File: config.mk
export PLATFORM = sky130hd
export DESIGN_NAME = fp_multiplier_param
export DESIGN_NICKNAME = d
export VERILOG_FILES = /design/src/rtl/fp_multiplier_param.sv
export SDC_FILE = /design/constraint.sdc
export NUM_CORES = 1
export LEC_CHECK = 0
export ABC_AREA = 1
export BUFFER_PORTS_ARGS = -buffer_cell sky130_fd_sc_hd__buf_2
export CORE_MARGIN = 2
export CORE_UTILIZATION = 35
export DETAILED_ROUTE_END_ITERATION = 8
export RECOVER_POWER = 50
export SLEW_MARGIN = 25
export SYNTH_ARGS = -nofsm -noshare
export SYNTH_HDL_FRONTEND = slang
export SYNTH_SLANG_ARGS = --single-unit
File: constraint.sdc
create_clock -name clk -period 6.6 [get_ports clk]
set_input_delay 0.33 -clock clk [delete_from_list [all_inputs] [get_ports clk]]
set_output_delay 0.33 -clock clk [all_outputs]
set_load 0.01 [all_outputs]
File: src/rtl/fp_multiplier_param.sv
// Iterative IEEE 754 multiplier with parameterised exponent/fraction widths and radix.
// Special operands finish in one cycle; others go through MUL -> NORM -> ROUND with RNE.
module fp_multiplier_param #(
    parameter int EXP_W = 8,
    parameter int MAN_W = 23,
    parameter int BPC   = 3
) (
    input  logic                   clk,
    input  logic                   rst,
    input  logic                   start,
    input  logic [EXP_W+MAN_W:0]   rs1,
    input  logic [EXP_W+MAN_W:0]   rs2,
    output logic [EXP_W+MAN_W:0]   result,
    output logic                   valid,
    output logic                   busy,
    output logic [3:0]             flags
);
    localparam int W      = EXP_W + MAN_W + 1;
    localparam int SIG_W  = MAN_W + 1;
    localparam int PROD_W = 2 * SIG_W;
    localparam int ITER   = (SIG_W + BPC - 1) / BPC;
    localparam int CNT_W  = $clog2(ITER + 1);
    localparam int EW     = EXP_W + 2;
    localparam int BIAS   = 2 ** (EXP_W - 1) - 1;

    localparam logic [CNT_W-1:0] LAST_CNT = CNT_W'(ITER - 1);
    localparam logic [EW-1:0]    BIAS_V   = EW'(BIAS);
    localparam logic [EW-1:0]    EXP_MAX  = {2'b00, {EXP_W{1'b1}}};

    typedef enum logic [1:0] {S_IDLE, S_MUL, S_NORM, S_ROUND} state_t;

    state_t              state_q, state_d;
    logic                sign_q, sign_d;
    logic [EW-1:0]       exp_q, exp_d;
    logic [PROD_W-1:0]   mcand_q, mcand_d;
    logic [SIG_W-1:0]    mplier_q, mplier_d;
    logic [PROD_W-1:0]   acc_q, acc_d;
    logic [CNT_W-1:0]    cnt_q, cnt_d;
    logic [MAN_W-1:0]    frac_q, frac_d;
    logic                guard_q, guard_d;
    logic                sticky_q, sticky_d;
    logic [W-1:0]        result_q, result_d;
    logic [3:0]          flags_q, flags_d;
    logic                valid_q, valid_d;

    // Operand classification
    logic [EXP_W-1:0] e1, e2;
    logic [MAN_W-1:0] f1, f2;
    logic a_zero, a_inf, a_nan, b_zero, b_inf, b_nan, special;
    logic res_sign;
    logic [EW-1:0] exp_sum;

    assign e1       = rs1[W-2:MAN_W];
    assign e2       = rs2[W-2:MAN_W];
    assign f1       = rs1[MAN_W-1:0];
    assign f2       = rs2[MAN_W-1:0];
    assign a_zero   = (e1 == '0);
    assign b_zero   = (e2 == '0);
    assign a_inf    = (&e1) && (f1 == '0);
    assign b_inf    = (&e2) && (f2 == '0);
    assign a_nan    = (&e1) && (f1 != '0);
    assign b_nan    = (&e2) && (f2 != '0);
    assign special  = a_zero | b_zero | a_inf | b_inf | a_nan | b_nan;
    assign res_sign = rs1[W-1] ^ rs2[W-1];
    assign exp_sum  = {2'b00, e1} + {2'b00, e2} - BIAS_V;

    // Radix-2^BPC step: chain of conditional partial-product adds onto the accumulator
    logic [PROD_W-1:0] pp_chain [BPC+1];
    assign pp_chain[0] = acc_q;
    generate
        for (genvar gi = 0; gi < BPC; gi++) begin : g_pp
            assign pp_chain[gi+1] = pp_chain[gi] + (mplier_q[gi] ? (mcand_q << gi) : '0);
        end
    endgenerate

    // Normalisation of the raw product in [1,4)
    logic              prod_hi;
    logic [MAN_W-1:0]  norm_frac;
    logic              norm_guard, norm_sticky;

    assign prod_hi     = acc_q[PROD_W-1];
    assign norm_frac   = prod_hi ? acc_q[PROD_W-2:MAN_W+1] : acc_q[PROD_W-3:MAN_W];
    assign norm_guard  = prod_hi ? acc_q[MAN_W] : acc_q[MAN_W-1];
    assign norm_sticky = prod_hi ? (|acc_q[MAN_W-1:0]) : (|acc_q[MAN_W-2:0]);

    // Round to nearest even and range check
    logic              round_inc, round_carry, inexact, ovf, unf;
    logic [MAN_W-1:0]  frac_r;
    logic [EW-1:0]     exp_r;

    assign round_inc              = guard_q & (sticky_q | frac_q[0]);
    assign {round_carry, frac_r}  = {1'b0, frac_q} + {{MAN_W{1'b0}}, round_inc};
    assign exp_r                  = exp_q + {{(EW-1){1'b0}}, round_carry};
    assign inexact                = guard_q | sticky_q;
    assign ovf                    = $signed(exp_r) >= $signed(EXP_MAX);
    assign unf                    = exp_r[EW-1] | (exp_r == '0);

    always_comb begin
        state_d  = state_q;
        sign_d   = sign_q;
        exp_d    = exp_q;
        mcand_d  = mcand_q;
        mplier_d = mplier_q;
        acc_d    = acc_q;
        cnt_d    = cnt_q;
        frac_d   = frac_q;
        guard_d  = guard_q;
        sticky_d = sticky_q;
        result_d = result_q;
        flags_d  = flags_q;
        valid_d  = 1'b0;

        case (state_q)
            S_IDLE: begin
                if (start) begin
                    sign_d = res_sign;
                    if (special) begin
                        valid_d = 1'b1;
                        if (a_nan || b_nan || (a_inf && b_zero) || (a_zero && b_inf)) begin
                            result_d = {1'b0, {EXP_W{1'b1}}, 1'b1, {(MAN_W-1){1'b0}}};
                            flags_d  = 4'b1000;
                        end else if (a_inf || b_inf) begin
                            result_d = {res_sign, {EXP_W{1'b1}}, {MAN_W{1'b0}}};
                            flags_d  = 4'b0000;
                        end else begin
                            result_d = {res_sign, {(W-1){1'b0}}};
                            flags_d  = 4'b0000;
                        end
                    end else begin
                        exp_d    = exp_sum;
                        mcand_d  = {{SIG_W{1'b0}}, 1'b1, f1};
                        mplier_d = {1'b1, f2};
                        acc_d    = '0;
                        cnt_d    = '0;
                        state_d  = S_MUL;
                    end
                end
            end
            S_MUL: begin
                acc_d    = pp_chain[BPC];
                mplier_d = mplier_q >> BPC;
                mcand_d  = mcand_q << BPC;
                cnt_d    = cnt_q + 1'b1;
                if (cnt_q == LAST_CNT) begin
                    state_d = S_NORM;
                end
            end
            S_NORM: begin
                exp_d    = exp_q + {{(EW-1){1'b0}}, prod_hi};
                frac_d   = norm_frac;
                guard_d  = norm_guard;
                sticky_d = norm_sticky;
                state_d  = S_ROUND;
            end
            S_ROUND: begin
                valid_d = 1'b1;
                state_d = S_IDLE;
                if (ovf) begin
                    result_d = {sign_q, {EXP_W{1'b1}}, {MAN_W{1'b0}}};
                    flags_d  = 4'b0101;
                end else if (unf) begin
                    result_d = {sign_q, {(W-1){1'b0}}};
                    flags_d  = 4'b0011;
                end else begin
                    result_d = {sign_q, exp_r[EXP_W-1:0], frac_r};
                    flags_d  = {3'b000, inexact};
                end
            end
            default: state_d = S_IDLE;
        endcase
    end

    always_ff @(posedge clk or posedge rst) begin
        if (rst) begin
            state_q  <= S_IDLE;
            sign_q   <= 1'b0;
            exp_q    <= '0;
            mcand_q  <= '0;
            mplier_q <= '0;
            acc_q    <= '0;
            cnt_q    <= '0;
            frac_q   <= '0;
            guard_q  <= 1'b0;
            sticky_q <= 1'b0;
            result_q <= '0;
            flags_q  <= '0;
            valid_q  <= 1'b0;
        end else begin
            state_q  <= state_d;
            sign_q   <= sign_d;
            exp_q    <= exp_d;
            mcand_q  <= mcand_d;
            mplier_q <= mplier_d;
            acc_q    <= acc_d;
            cnt_q    <= cnt_d;
            frac_q   <= frac_d;
            guard_q  <= guard_d;
            sticky_q <= sticky_d;
            result_q <= result_d;
            flags_q  <= flags_d;
            valid_q  <= valid_d;
        end
    end

    assign result = result_q;
    assign flags  = flags_q;
    assign valid  = valid_q;
    assign busy   = (state_q != S_IDLE);

endmodule

==> summary.md, run 1 <==
| Metric | Value |
|---|---|
| Status | complete, but fails checks |
| Failing checks | max-capacitance violations, max-slew violations |
| CP Max Fanout | about 120 |
| Warnings from Yosys | 0 |
| Asr flop ratio synth | 100.0% |
| Placed insts | about 3300 |
| Pwr dens | between 300 and 400 nW/um^2 |
| Worst Tran Pin Value | 4.979 ns |
| GRT Total Usage | between 15 and 20% |
| Comb pwr share | 56.0% |
| DRC Markers | 0 |
| Cell breakdown of the critical path | buf_2 -> inv_1 |
| Drt initial violations | 1230 |
| Setup bufs post-CTS | 0 |
| Max_cap viols | 2 |
| Final core area utilization | 38.27% |
| Synth Register Bits | approximately 200 |
| Final hold violation count | 0 |
| Syn_area_per_cell | ~6.7 um^2 |
| Crit Reg-Reg Startpoint | mplier_q[1] |
| DIE AREA | 52000 um^2 |
| CTS Sinks | 199 |
| Vias/cell | 4.867 |
| CP max stage delay | ~3.4 ns |
| Ant. Diodes | 0 |
| Post-Route WL | a little over 50 mm |
| Drt pass-1 iters | 5 |
| CTS root buffer | clkbuf_16 |
| Reg power frac | about 27% |
| Die Wd | roughly 230 um |
| Std-Cell Rows | slightly above 80 |
| Min-delay src | rs1[1] |
| Max_slew headroom | -231.9% |
| Lkg Pwr | 10.05 nW |
| Clock skew | 0.02293 ns |
| Num CTS Buffers | 17 |
| Crit path time final | 4.560 ns |
| Worst slack at placement | roughly 2.1 ns |
| H-tree Lvls | 4 |
| First-pass GRT wire length | ~84 mm |
| Area Growth Syn to Fin | 8.633% |
| Max Root-Sink Buffers | 2 |
| M1 GR Usage | between 20% and 30% |
| Design Area, Final | about 19000 um^2 |
| Vias post-DR | ~16000 |
| Post_cts resized | 0 |
| Vias in the first global route | approximately 16000 |
| Worst Setup SP | rst |
| GRT overflow | 0 |
| Int Power | ~3.3 mW |
| Slew Limit Fails | between 150 and 200 |
| ANT nets after route | 0 |
| Worst vdd ir | around 0.38 mV |
| Critical path's top delay family | buffers and inverters |
| RSZ-0062 raised after global routing | false |
| Mapped Area | roughly 18000 um^2 |
| Total power | just under 7 mW |
| Fmax | 0.2193 GHz |
| Sequential share of the synthesized area | 28.35% |
| WL per Instance | approximately 15 um |
| Worst setup margin | a little over 2 ns |
| Placer Congestion | 0.9750 |
| Slowest CP cell | inv_1 |
| Share of the synthesized area in the top cell type | around 28% |
| Fraction of layout instances using a drive strength above 1 | 6.016% |
| CTS Hold Buffers Added | 0 |
| Clock share of power | 16.6% |
| Register clock-pin slew on the reported worst setup and hold paths | 0.08 ns |
| Io pins | ~110 |
| Dpl hpwl | between 30 and 40 mm |
| Commonest non-fill, non-tap cell in the layout | nand2_1 |
| Area leader, netlist | dfrtp_1 |
| Nature of the critical path endpoint | async pin |
| Final Setup Violations | 0 |
| Most frequent cells in the layout | nand2_1 (989), inv_1 (423), dfrtp_1 (199) |
| Clock latency on the worst-skew pair | roughly 0.48 ns |
| Syn Nets | between 2000 and 3000 |
| M3 GR Usage | under 10% |
| Initial antenna violation count | 2 |
| Crit path kind | in -> async |
| Core area | approximately 50000 um^2 |
| Global route hottest layer | met2 |
| CTS tree | yes |
| Number of enable flip-flop cells after synthesis | 0 |
| Switching power | 3.619 mW |
| Met2 Resource Use GR | between 30% and 40% |
| Initial Util | 35.23% |
| Commonest register cell after synthesis | dfrtp_1 |
| Hold Slack | 0.1053 ns |
| Worst path buffer plus inverter count | 2 |
| Critical Path AT | around 4 ns |
| Top post-synthesis cells by area | dfrtp_1 (28%), nand2_1 (21%), fa_1 (11%) |
| Worst EP required | about 6 ns |
| Switching share of power | between 50% and 60% |
| Port-buffer cells | roughly 100 |
| Largest net degree at the start of global routing | ~120 |
| Cell variety after synth | 42 |
| Nets@finish | 2896 |
| Layout Cells excl Fill | ~3300 |
| Placed cell area | 18510 um^2 |
| Final period util | 69.08% |
| Hold Path Class | in -> reg |
| Kind of start point of the critical path | primary input |
| Die height | 228.0 um |
| Synth Instances | 2616 |
| Final setup TNS | 0 ns |
-- layer usage --
metal,vias up,part of all wire (%)
met2,377,45
met3,69,5.5
li1,8131,-
met4,0,2.1
met5,-,0
met1,7717,47
-- path summary, 6_finish.rpt --
kind | depth (start not counted) | slack [ns] | endpoint
worst max-delay path | 2 | 2.04 | mcand_q[41]
max in group clk | 15 | 2.08 | acc_q[28]
worst max register to register | 15 | 2.08 | acc_q[28]
worst min-delay path | 3 | 0.11 | mcand_q[1]
worst min register to register | 2 | 0.48 | result[17]
min in group asynchronous | 2 | 1.75 | mplier_q[10]
-- cells by family after synthesis --
logic type	share of synthesized area, %
DFF	28.35
and+or+nand+nor	33.81
adders and majority gates	15.80
AOI/OAI and AO/OA	7.493
xor gates and xnor gates	2.244
buffers and inverters	12.31
-- cell type report --
| type | count | area, um^2 |
|---|---|---|
| fillers | 5490 | 30780 |
| clock buffers | 20 | 466.7 |
| inverters | 432 | 1624 |
| clock inverters | 12 | 156.4 |
| flip-flops and latches | 199 | 4980 |
| repair buffers | 116 | 564.3 |
| multi-input cells | 1897 | 10450 |
| well taps | 672 | 840.8 |
-- flip-flops by register name (all words and copies together), names as in the netlist, 2 cells and up --
| register | count |
|---|---|
| frac_q | 23 |
| mplier_q | 24 |
| state_q | 2 |
| exp_q | 10 |
| cnt_q | 4 |
| acc_q | 48 |
| mcand_q | 48 |
| flags | 4 |
| result | 32 |
-- synth_stat cells (2+ instances only) --
cell type,count
nor3_1,13
o21ai_2,10
clkinv_1,2
o21ai_0,108
buf_6,22
xor2_1,39
o21bai_1,4
nand2_1,989
nand3b_1,6
nand2_4,2
inv_2,6
buf_4,8
ha_1,73
buf_2,11
xnor2_1,6
nor4_1,5
fa_1,93
dfrtp_1,199
nor2_1,180
a21oi_1,57
clkbuf_1,45
nand2_2,8
buf_1,2
o21ai_1,53
inv_1,423
nand3_2,12
o21a_1,3
o22ai_1,5
nand3_1,167
nor2_4,4
or2_2,4
nand4_1,46
a31oi_1,2
-- power by group through the flow --
stage,combinational [mW],clock (mW),sequential (mW)
2_1_floorplan,3.17,0,1.77
3_3_place_gp,3.87,0,1.91
3_5_place_dp,3.90,0,1.92
4_1_cts,3.93,1.18,1.90
5_1_grt,4.46,1.22,1.95
6_report,3.89,1.15,1.90
Power figures use the tool's default switching activity.
==> run 2: changes to the inputs <==
Clock period 6.6 ns to 3.7 ns, I/O delays scaled along.
==> run 2 against run 1 <==
Sequential power grew 73%. Via count rose by 2.5%. The flow still finishes with violations (max-capacitance violations, max-slew violations). Critical path depth grew 24. Clock skew decreased by 0.0088 ns. Setup slack worse by 1.9 ns. Combinational power is 130% higher. Sequential share of layout area is 2.2 points lower. Wire length is 4.3% higher.
==> summary.md, run 2 (synthesis results as in run 1) <==
| Metric | Value |
|---|---|
| Status | complete, but fails checks |
| Failing checks | max-capacitance violations, max-slew violations |
| Drt pass-1 iters | 6 (+1) |
| Area Growth Syn to Fin | 18.83% |
| Clock skew | 0.01408 ns (-0.008845 ns) |
| Port-buffer cells | 104 (unchanged) |
| Worst EP required | 4.07 ns (-1.93 ns) |
| CTS root buffer | clkbuf_16 |
| CP Max Fanout | 6 (-95%) |
| Worst vdd ir | 0.5151 mV (+34%) |
| CP max stage delay | 0.36 ns (-3.07 ns) |
| Crit Reg-Reg Startpoint | guard_q |
| Kind of start point of the critical path | flip-flop |
| Drt initial violations | 1272 (+3.4%) |
| Worst Setup SP | guard_q |
| Slowest CP cell | dfrtp_1 |
| Final period util | a little over nine tenths |
| Crit path time final | roughly 3.6 ns |
| Lkg Pwr | 10.64 nW (+5.9%) |
| Worst slack at placement | -0.6022 ns (-2.655 ns) |
| Clock latency on the worst-skew pair | 0.48 ns (about the same) |
| Vias post-DR | 16700 (+2.5%) |
| Design Area, Final | 20870 um^2 (+9.4%) |
| Most frequent cells in the layout | nand2_1 (950), inv_1 (419), dfrtp_1 (197) |
| Critical Path AT | 3.97 ns (about the same) |
| Placed insts | 3377 (+1.8%) |
| Reg-to-reg endpoint | result[22] |
| Initial Util | 35.23% (unchanged) |
| Fmax | 0.2782 GHz |
| Pwr dens | 686.2 nW/um^2 (+89%) |
| Die height | 228.0 um (unchanged) |
| Nature of the critical path endpoint | flip-flop |
| R2R cell count | 26 (+11) |
| Fraction of layout instances using a drive strength above 1 | 15.11% (+9.1 points) |
| Core area | 49860 um^2 (unchanged) |
| Worst Tran Pin Value | 2.209 ns (-2.770 ns) |
| First-pass GRT wire length | 85.46 mm (+1.6%) |
| Most used cell, CP | nand2_1 |
| Worst path buffer plus inverter count | 3 (+1) |
| Max_cap viols | 2 (unchanged) |
| Placer Congestion | 0.9485 (-2.7%) |
| Hold endpoint | mcand_q[14] |
| Nets@finish | 2993 (+3.3%) |
| GRT overflow | 0 (unchanged) |
| Final Setup Violations | 0 (unchanged) |
| Vias in the first global route | 16350 (+1.6%) |
| Io pins | 105 (unchanged) |
| Post-Route WL | 52.51 mm (+4.3%) |
| WL per Instance | 15.24 um (+1.4%) |
| Min-delay src | rs1[14] |
| CTS Sinks | 199 (unchanged) |
| Critical path's top delay family | simple AND/OR/NAND/NOR gates |
| Crit path kind | reg -> reg |
| Final core area utilization | 41.86% (+3.6 points) |
| Hold depth | 5 (+2) |
| Std-Cell Rows | 82 (unchanged) |
| CTS tree | yes |
| Dpl hpwl | 38.88 mm (+1.2%) |
| Ant. Diodes | 0 (unchanged) |
| DIE AREA | 52000 um^2 (unchanged) |
| Num CTS Buffers | 17 (unchanged) |
| Hold Path Class | in -> reg |
| Initial antenna violation count | 0 (-2) |
| ANT nets after route | 0 (unchanged) |
| GRT Total Usage | 20.13% (+0.28 points) |
| Layout Cells excl Fill | 3445 (+2.9%) |
| Slew Limit Fails | 119 (-28%) |
| Final hold violation count | 0 (unchanged) |
| H-tree Lvls | 4 (unchanged) |
| Placed cell area | 19080 um^2 (+3.1%) |
| Vias/cell | 4.849 (-0.37%) |
| Largest net degree at the start of global routing | 168 (+37%) |
| RSZ-0062 raised after global routing | true |
| Max Root-Sink Buffers | 2 (unchanged) |
| Worst setup margin | 0.1060 ns (-1.934 ns) |
| Register-to-register setup slack | 0.11 ns (-1.97 ns) |
| Register clock-pin slew on the reported worst setup and hold paths | 0.08 ns (about the same) |
| Commonest non-fill, non-tap cell in the layout | nand2_1 |
| Max_slew headroom | -47.28% (+180 points) |
| Die Wd | 228.0 um (unchanged) |
| DRC Markers | 0 (unchanged) |
==> run 2: changes by cell type in the layout (fill, tap and decap cells not counted), sizes merged <==
| cell | change |
|---|---|
| buf | +83 |
| nand2 | +3 |
| clkinvlp | +2 |
| bufinv | -2 |
| clkbuf | +2 |
| clkinv | +3 |
| dlygate4sd3 | +6 |
==> run 2: worst max path at each step <==
stage / depth (start not counted) / to
2_1_floorplan: 21 / acc_q[34]
3_3_place_gp: 26 / result[22]
5_1_grt: 26 / result[0]
3_5_place_dp: 28 / result[22]
6_report: 26 / result[22]
4_1_cts: 26 / result[22]
==> run 2: per-stage QoR <==
step	setup TNS [ns]	hold WS, ns	total power [mW]
finish	0	0.02952	14.32
CTS	-1.558	0.002208	13.26
global placement	-14.19	0.4518	10.98
detailed placement	-14.87	0.4579	11.05
floorplan	0	0.3257	8.802
global route	-4.666	0.05939	15.55
==> run 2: report_power, final <==
group	internal, mW	switching [mW]
registers	2.74	0.547
logic	3.28	5.85
clock network	0.889	1.01
total	6.91	7.41
==> run 2: repair_timing <==
action / in CTS / in global routing
gates resized for setup: 49 / 166
cloned: 2 / 5
setup buffers: 7 / 15
pin swaps: 37 / 68
hold buffers: 6 / 0
endpoints found under the setup margin: 36 / 68
hold endpoints to repair: 47 / 0
==> run 2: area by class of cell <==
type / instances / area [um^2]
fillers: 5320 / 28990
multi-input cells: 1900 / 11350
flip-flops and latches: 199 / 4982
repair buffers: 210 / 1501
inverters: 432 / 1634
clock inverters: 15 / 142.6
clock buffers: 17 / 425.4
well taps: 672 / 840.8
==> run 2: worst min-delay path, cell delays in order <==
cell	delay, ns
buf_2	0.09
nand2_1	0.05
nand2_1	0.05
nand2_1	0.05
nand2_1	0.05
==> run 2: metal layers <==
metal | global-route usage, % | wire length, um
met1 | 28.65 | 25030
met4 | 5.147 | 974
met2 | 32.39 | 24180
met5 | 0 | 0
met3 | 2.513 | 2316
